### src/rtl/fst_run_pkg.sv
// fst_run_pkg: shared state encoding and default sizes for the fst run controller
package fst_run_pkg;
  typedef enum logic [2:0] {IDLE, RESET, RUN, HALT, TMO} run_state_t;
  localparam int FST_CNT_W = 32;
  localparam logic [31:0] FST_DEFAULT_TIMEOUT = 32'h000F_FFFF;
endpackage

### src/rtl/fst_run_ctrl_if.sv
// fst_run_ctrl_if: host/core-side signal bundle of the run controller; pc/halt_pc exist only with FST_RUN_CTRL_PC_TRACE_EN
interface fst_run_ctrl_if import fst_run_pkg::*; #(parameter int CNT_W = FST_CNT_W);
  logic start;
  logic timeout_ld;
  logic [CNT_W-1:0] timeout_val;
  logic is_halt;
  logic core_reset_n;
  logic busy;
  logic done;
  logic halted;
  logic timed_out;
  logic [CNT_W-1:0] cycles;
`ifdef FST_RUN_CTRL_PC_TRACE_EN
  logic [31:0] pc;
  logic [31:0] halt_pc;
`endif
  modport master (
    output start, timeout_ld, timeout_val, is_halt,
`ifdef FST_RUN_CTRL_PC_TRACE_EN
    output pc, input halt_pc,
`endif
    input core_reset_n, busy, done, halted, timed_out, cycles
  );
  modport slave (
    input start, timeout_ld, timeout_val, is_halt,
`ifdef FST_RUN_CTRL_PC_TRACE_EN
    input pc, output halt_pc,
`endif
    output core_reset_n, busy, done, halted, timed_out, cycles
  );
endinterface

### src/rtl/fst_sat_counter.sv
// fst_sat_counter: clearable, enabled up-counter that sticks at all-ones
module fst_sat_counter #(parameter int CNT_W = 32) (
  input  logic clk,
  input  logic rst,
  input  logic clr,
  input  logic en,
  output logic [CNT_W-1:0] q
);
  // count up while enabled, hold once every bit is set
  always_ff @(posedge clk)
    if (rst || clr) q <= '0;
    else if (en && !(&q)) q <= q + 1'b1;
endmodule

### src/rtl/fst_run_ctrl.sv
// fst_run_ctrl: holds the core in reset, runs it, and ends the run on halt or watchdog; FST_RUN_CTRL_PC_TRACE_EN adds halt_pc capture
module fst_run_ctrl import fst_run_pkg::*; #(
  parameter int RESET_CYCLES = 3,
  parameter int CNT_W = FST_CNT_W,
  parameter logic [CNT_W-1:0] DEFAULT_TIMEOUT = CNT_W'(FST_DEFAULT_TIMEOUT)
) (
  input logic clk,
  input logic reset,
  fst_run_ctrl_if.slave bus
);
  localparam int HW = RESET_CYCLES > 1 ? $clog2(RESET_CYCLES) : 1;
  run_state_t state;
  logic [HW-1:0] hold;
  logic [CNT_W-1:0] limit;
  logic accept, run_en, tmo_hit;
  assign accept = bus.start && (state == IDLE || state == HALT || state == TMO);
  assign run_en = state == RUN && !bus.is_halt;
  assign tmo_hit = limit != '0 && bus.cycles == limit - 1'b1;
  fst_sat_counter #(.CNT_W(CNT_W)) u_cycles (
    .clk(clk),
    .rst(reset),
    .clr(accept),
    .en(run_en),
    .q(bus.cycles)
  );
  // run FSM with registered status; halt is checked before the watchdog so it wins a tie
  always_ff @(posedge clk) begin
    if (reset) begin
      state <= IDLE;
      hold <= '0;
      limit <= DEFAULT_TIMEOUT;
      bus.core_reset_n <= 1'b0;
      bus.busy <= 1'b0;
      bus.done <= 1'b0;
      bus.halted <= 1'b0;
      bus.timed_out <= 1'b0;
`ifdef FST_RUN_CTRL_PC_TRACE_EN
      bus.halt_pc <= '0;
`endif
    end else begin
      bus.done <= 1'b0;
      if (bus.timeout_ld) limit <= bus.timeout_val;
      case (state)
        IDLE, HALT, TMO:
          if (bus.start) begin
            state <= RESET;
            hold <= HW'(RESET_CYCLES - 1);
            bus.core_reset_n <= 1'b0;
            bus.busy <= 1'b1;
            bus.halted <= 1'b0;
            bus.timed_out <= 1'b0;
`ifdef FST_RUN_CTRL_PC_TRACE_EN
            bus.halt_pc <= '0;
`endif
          end
        RESET:
          if (hold == '0) begin
            state <= RUN;
            bus.core_reset_n <= 1'b1;
          end else hold <= hold - 1'b1;
        RUN:
          if (bus.is_halt || tmo_hit) begin
            state <= bus.is_halt ? HALT : TMO;
            bus.core_reset_n <= bus.is_halt;
            bus.busy <= 1'b0;
            bus.done <= 1'b1;
            bus.halted <= bus.is_halt;
            bus.timed_out <= !bus.is_halt;
`ifdef FST_RUN_CTRL_PC_TRACE_EN
            bus.halt_pc <= bus.pc;
`endif
          end
        default: state <= IDLE;
      endcase
    end
  end
endmodule

### src/flat_wrapper.sv
// flat-port wrapper written by rule: the top's interface ports become plain ports
module fst_run_ctrl_flat import fst_run_pkg::*;
#(
  parameter int RESET_CYCLES = 3,
  parameter int CNT_W = FST_CNT_W,
  parameter logic [CNT_W-1:0] DEFAULT_TIMEOUT = CNT_W'(FST_DEFAULT_TIMEOUT)
)
  (clk, reset, bus_start, bus_timeout_ld, bus_timeout_val, bus_is_halt, bus_core_reset_n, bus_busy, bus_done, bus_halted, bus_timed_out, bus_cycles);
  fst_run_ctrl_if #(.CNT_W(CNT_W)) bus_i ();
  input logic clk;
  input logic reset;
  input wire logic [$bits(bus_i.start)-1:0] bus_start;
  input wire logic [$bits(bus_i.timeout_ld)-1:0] bus_timeout_ld;
  input wire logic [$bits(bus_i.timeout_val)-1:0] bus_timeout_val;
  input wire logic [$bits(bus_i.is_halt)-1:0] bus_is_halt;
  output wire logic [$bits(bus_i.core_reset_n)-1:0] bus_core_reset_n;
  output wire logic [$bits(bus_i.busy)-1:0] bus_busy;
  output wire logic [$bits(bus_i.done)-1:0] bus_done;
  output wire logic [$bits(bus_i.halted)-1:0] bus_halted;
  output wire logic [$bits(bus_i.timed_out)-1:0] bus_timed_out;
  output wire logic [$bits(bus_i.cycles)-1:0] bus_cycles;
  assign bus_i.start = bus_start;
  assign bus_i.timeout_ld = bus_timeout_ld;
  assign bus_i.timeout_val = bus_timeout_val;
  assign bus_i.is_halt = bus_is_halt;
  assign bus_core_reset_n = bus_i.core_reset_n;
  assign bus_busy = bus_i.busy;
  assign bus_done = bus_i.done;
  assign bus_halted = bus_i.halted;
  assign bus_timed_out = bus_i.timed_out;
  assign bus_cycles = bus_i.cycles;
  fst_run_ctrl #(.RESET_CYCLES(RESET_CYCLES), .CNT_W(CNT_W), .DEFAULT_TIMEOUT(DEFAULT_TIMEOUT)) u_core (.clk(clk), .reset(reset), .bus(bus_i));
endmodule
### config.mk
export PLATFORM = sky130hd
export DESIGN_NAME = fst_run_ctrl_flat
export DESIGN_NICKNAME = d
export VERILOG_FILES = /design/src/rtl/fst_run_pkg.sv /design/src/rtl/fst_run_ctrl_if.sv /design/src/rtl/fst_sat_counter.sv /design/src/rtl/fst_run_ctrl.sv /design/src/flat_wrapper.sv
export SDC_FILE = /design/constraint.sdc
export NUM_CORES = 1
export LEC_CHECK = 0
export CORE_MARGIN = 8
export CORE_UTILIZATION = 40
export CTS_CLUSTER_SIZE = 16
export DETAILED_ROUTE_END_ITERATION = 10
export PLACE_DENSITY = 0.77
export SKIP_CTS_REPAIR_TIMING = 1
export SLEW_MARGIN = 20
export SYNTH_ARGS = -nofsm -noshare
export SYNTH_HDL_FRONTEND = slang
export SYNTH_SLANG_ARGS = --single-unit
### constraint.sdc
create_clock -name clk -period 3.2 [get_ports clk]
set_input_delay 0.48 -clock clk [delete_from_list [all_inputs] [get_ports clk]]
set_output_delay 0.48 -clock clk [all_outputs]
set_load 0.005 [all_outputs]
==> flow_metrics.py <==
metrics = {
    "setup_path": {
        "endpoint_kind": "flop",
        "cpPeakStageDelay_ns": 0.60,
        "rr_endpoint": "u_core.bus.core_reset_n$_SDFFE_PP0P_",
        "start_kind": "flop",
        "cp-startpoint": "u_core.limit[2]$_SDFFE_PP1P_",
        "critPathRequiredTime_ns": 3.46,
        "crit_top_cell": "or4_4",
        "r2r_cells": 9,
        "r2r-start": "u_core.limit[2]$_SDFFE_PP1P_",
        "path_cells": "buf_6 > nor4_4 > and4_4 > nand2_4 > or4_1 > a221o_1 > or4_4 > or4_4 > a221oi_2",
        "endpoint": "u_core.bus.core_reset_n$_SDFFE_PP0P_",
        "ff2ff_setup_slack_ns": -0.05,
        "path_class": "flop to flop",
        "crit_slowest_cell": "or4_4",
        "cp_max_fo": 8,
        "cp.arrival_ns": 3.52,
    },
    "synthesis": {
        "syn_area_per_cell_um2": 8.28,
        "synth-seq-cells": 74,
        "synth.cell_area_um2": 4300,
        "synth_area_leader_cell": "dfxtp_1",
        "synth_cell_types": 55,
        "synth_top_family_by_area": "simple AND/OR/NAND/NOR gates",
        "yosys.area_share.simple_pct": 29.3,
        "yosysMostFrequentCell": "nor2_1",
        "synthMuxAreaShare_pct": 8.37,
        "synth_fa_ha_area_share_pct": 1.16,
        "seq_area_frac_synth_pct": 34.4,
        "synth_xor_area_share_pct": 13.4,
        "synth.top_cells.by_count": "81 x nor2_1, 74 x dfxtp_1, 48 x nand2_1",
        "synth_compound_area_share_pct": 9.62,
        "ys.flop_type": "dfxtp_1",
        "synth_warnings": 0,
        "syn_inst": 520,
        "synth_edf_count": 0,
        "synth_nets": 561,
        "synth_area_leaders": "dfxtp_1 34%, mux2i_1 8.4%, xor2_1 7.1%",
        "synth_top_area_share_pct": 34.4,
        "ys_async_sr_fraction_pct": 0,
    },
    "cells_and_area": {
        "drive_above_1_share_pct": 19.2,
        "num_antenna_cells": 0,
        "final_nets": 693,
        "fillers": 979,
        "syn_to_final_growth_pct": 39.4,
        "fin_util_pct": 56.3,
    },
    "cts": {
        "cts_sinks": 74,
        "clk_latency_ns": 0.36,
        "cts_tree": "yes",
        "cts_buffer_depth": 2,
        "clk_pin_slew_ns": 0.09,
        "cts_max_level": 3,
        "numCtsBuffers": 9,
        "cts-root-buf": "clkbuf_8",
    },
    "global_route": {
        "gr-total-overflow": 0,
        "grt_max_degree": 36,
        "globalRouteTotalUtil_pct": 18.5,
        "grt_pass1_vias": 4397,
        "grt_pass1_wl_um": 21700,
        "antenna_found_initial": 0,
    },
    "run_status": {
        "run_status": "complete, but fails checks",
        "violations": "setup timing",
    },
    "power": {
        "p_leak_nw": 2.30,
        "powerDensity_nw_per_um2": 371,
        "power_mw": 2.23,
        "seq_power_share_pct": 44.9,
        "power.switching_uw": 586,
        "intPower_mw": 1.64,
        "switching_share_pct": 26.3,
        "p_clk_share_pct": 40.3,
        "p_comb_share_pct": 14.8,
        "ir_worst_vdd_mv": 0.209,
    },
    "sta": {
        "whs_ns": 0.473,
        "fin_crit_ns": 3.25,
        "finalWorstSetupSlack_ns": -0.0538,
        "setup_viol": 3,
        "setup_tns_ns": -0.0808,
        "slew_headroom_pct": 34.6,
        "skew_ns": 0.0172,
        "max_freq_mhz": 307,
        "finalHoldViolCount": 0,
        "rsz0062_at_grt": "true",
        "period_share_pct": 102,
        "slew_violations": 0,
        "worst_pin_slew_ns": 0.981,
    },
    "routing": {
        "drt-vias-per-instance": 5.49,
        "wl_um": 13700,
        "drt-wirelength-per-cell_um": 17.2,
        "drc_errors": 0,
        "drtIter0Drc": 337,
        "vias": 4372,
        "firstDrtPassIters": 5,
        "ant_nets": 0,
    },
    "floorplanning": {
        "die_w_um": 120,
        "fp.dieH_um": 120,
        "fp.coreArea_um2": 10700,
        "io_pins": 74,
        "dieArea_um2": 14300,
        "num_rows": 38,
        "start_util_pct": 40.4,
    },
    "placement": {
        "io_buffers": 73,
        "dp_hpwl_um": 10500,
        "gp_congestion": 0.970,
    },
    "run": {
        "maxCapViolations": 0,
    },
    "worst_hold_path": {
        "hold_path.class": "flop to flop",
    },
}
==> area by class of cell <==
type                            instances  area (um2)  share of cell area, %
Multi-Input combinational cell        412        2780                   46.4
Sequential cell                        74        1490                   24.8
Timing Repair Buffer                  144        1270                   21.1
Tap cell                              140         175                   2.92
Clock buffer                           10         128                   2.13
Clock inverter                          6         114                   1.90
Inverter                               11        41.3                  0.688
==> cell families (layout without fill, tap and decap cells) <==
| family | after synthesis | count (layout) |
|---|---|---|
| and+or+nand+nor | 248 | 248 |
| xor gates and xnor gates | 66 | 66 |
| buffers and inverters | 34 | 171 |
| muxes | 36 | 36 |
| AOI/OAI and AO/OA | 58 | 58 |
| adders and majority gates | 4 | 4 |
| DFF | 74 | 74 |
==> stage by stage <==
stage / setup WS (ns) / instances / area [um2]
final: -0.0538 / 797 / 6000
after global routing: -0.137 / 797 / 6000
after global placement: -0.205 / 778 / 5600
after floorplan: -0.0606 / 520 / 4310
after CTS: -0.237 / 794 / 5840
after detailed placement: -0.239 / 778 / 5600
==> power by group through the flow <==
stage                     Combinational (mW)  Sequential (mW)  Clock (mW)
after floorplan                        0.186             1.01           0
after global placement                 0.306             1.02           0
after detailed placement               0.318             1.02           0
after CTS                              0.320            0.999       0.901
after global routing                   0.360             1.01       0.945
final                                  0.330             1.00       0.898
==> critical path: cells and delay by family, from the launching register on <==
kind | cells | cell delay [ns]
compound gates | 2 | 0.62
flops | 1 | 0.35
simple gates | 6 | 2.08
buf+inv | 1 | 0.12
==> how the worst min path moves through the flow <==
stage / to / from / slack [ns] / cells past startpoint
2_1_floorplan: u_core.bus.timed_out$_SDFFE_PP0P_ / u_core.bus.timed_out$_SDFFE_PP0P_ / 0.46 / 1
3_3_place_gp: u_core.bus.timed_out$_SDFFE_PP0P_ / u_core.bus.timed_out$_SDFFE_PP0P_ / 0.45 / 1
3_5_place_dp: u_core.bus.timed_out$_SDFFE_PP0P_ / u_core.bus.timed_out$_SDFFE_PP0P_ / 0.46 / 1
4_1_cts: u_core.bus.timed_out$_SDFFE_PP0P_ / u_core.bus.timed_out$_SDFFE_PP0P_ / 0.48 / 1
5_1_grt: u_core.bus.timed_out$_SDFFE_PP0P_ / u_core.bus.timed_out$_SDFFE_PP0P_ / 0.52 / 1
6_report: u_core.bus.timed_out$_SDFFE_PP0P_ / u_core.bus.timed_out$_SDFFE_PP0P_ / 0.47 / 1
==> placed cells by master, fill, tap and decap left out, types with 5 or more instances in the layout <==
cell,instances
nand4_1,11
nand2b_1,8
xnor2_1,31
nor3_1,16
a211oi_1,5
inv_1,11
dfxtp_1,71
mux2i_1,36
nand2_1,48
xor2_1,35
clkdlybuf4s50_1,72
and2_1,5
o211ai_1,6
and3_1,10
nand3_1,22
nor2_1,80
a21oi_1,17
buf_4,69
clkbuf_8,9
==> registers in the layout, indices dropped and copies added (netlist names), 2 cells and up <==
| signal | flops |
|---|---|
| u_core.hold | 2 |
| u_core.state | 3 |
| u_core.u_cycles.q | 32 |
| u_core.limit | 32 |
==> per-layer routing <==
layer	vias to the layer above	GRT usage (%)	routed length [um]
met3	33	4.18	827
met1	2110	22.7	5870
li1	2084	-	-
met5	-	0	0
met2	145	30.5	6590
met4	0	8.43	389
No activity file was read; power rests on OpenSTA's default activity.
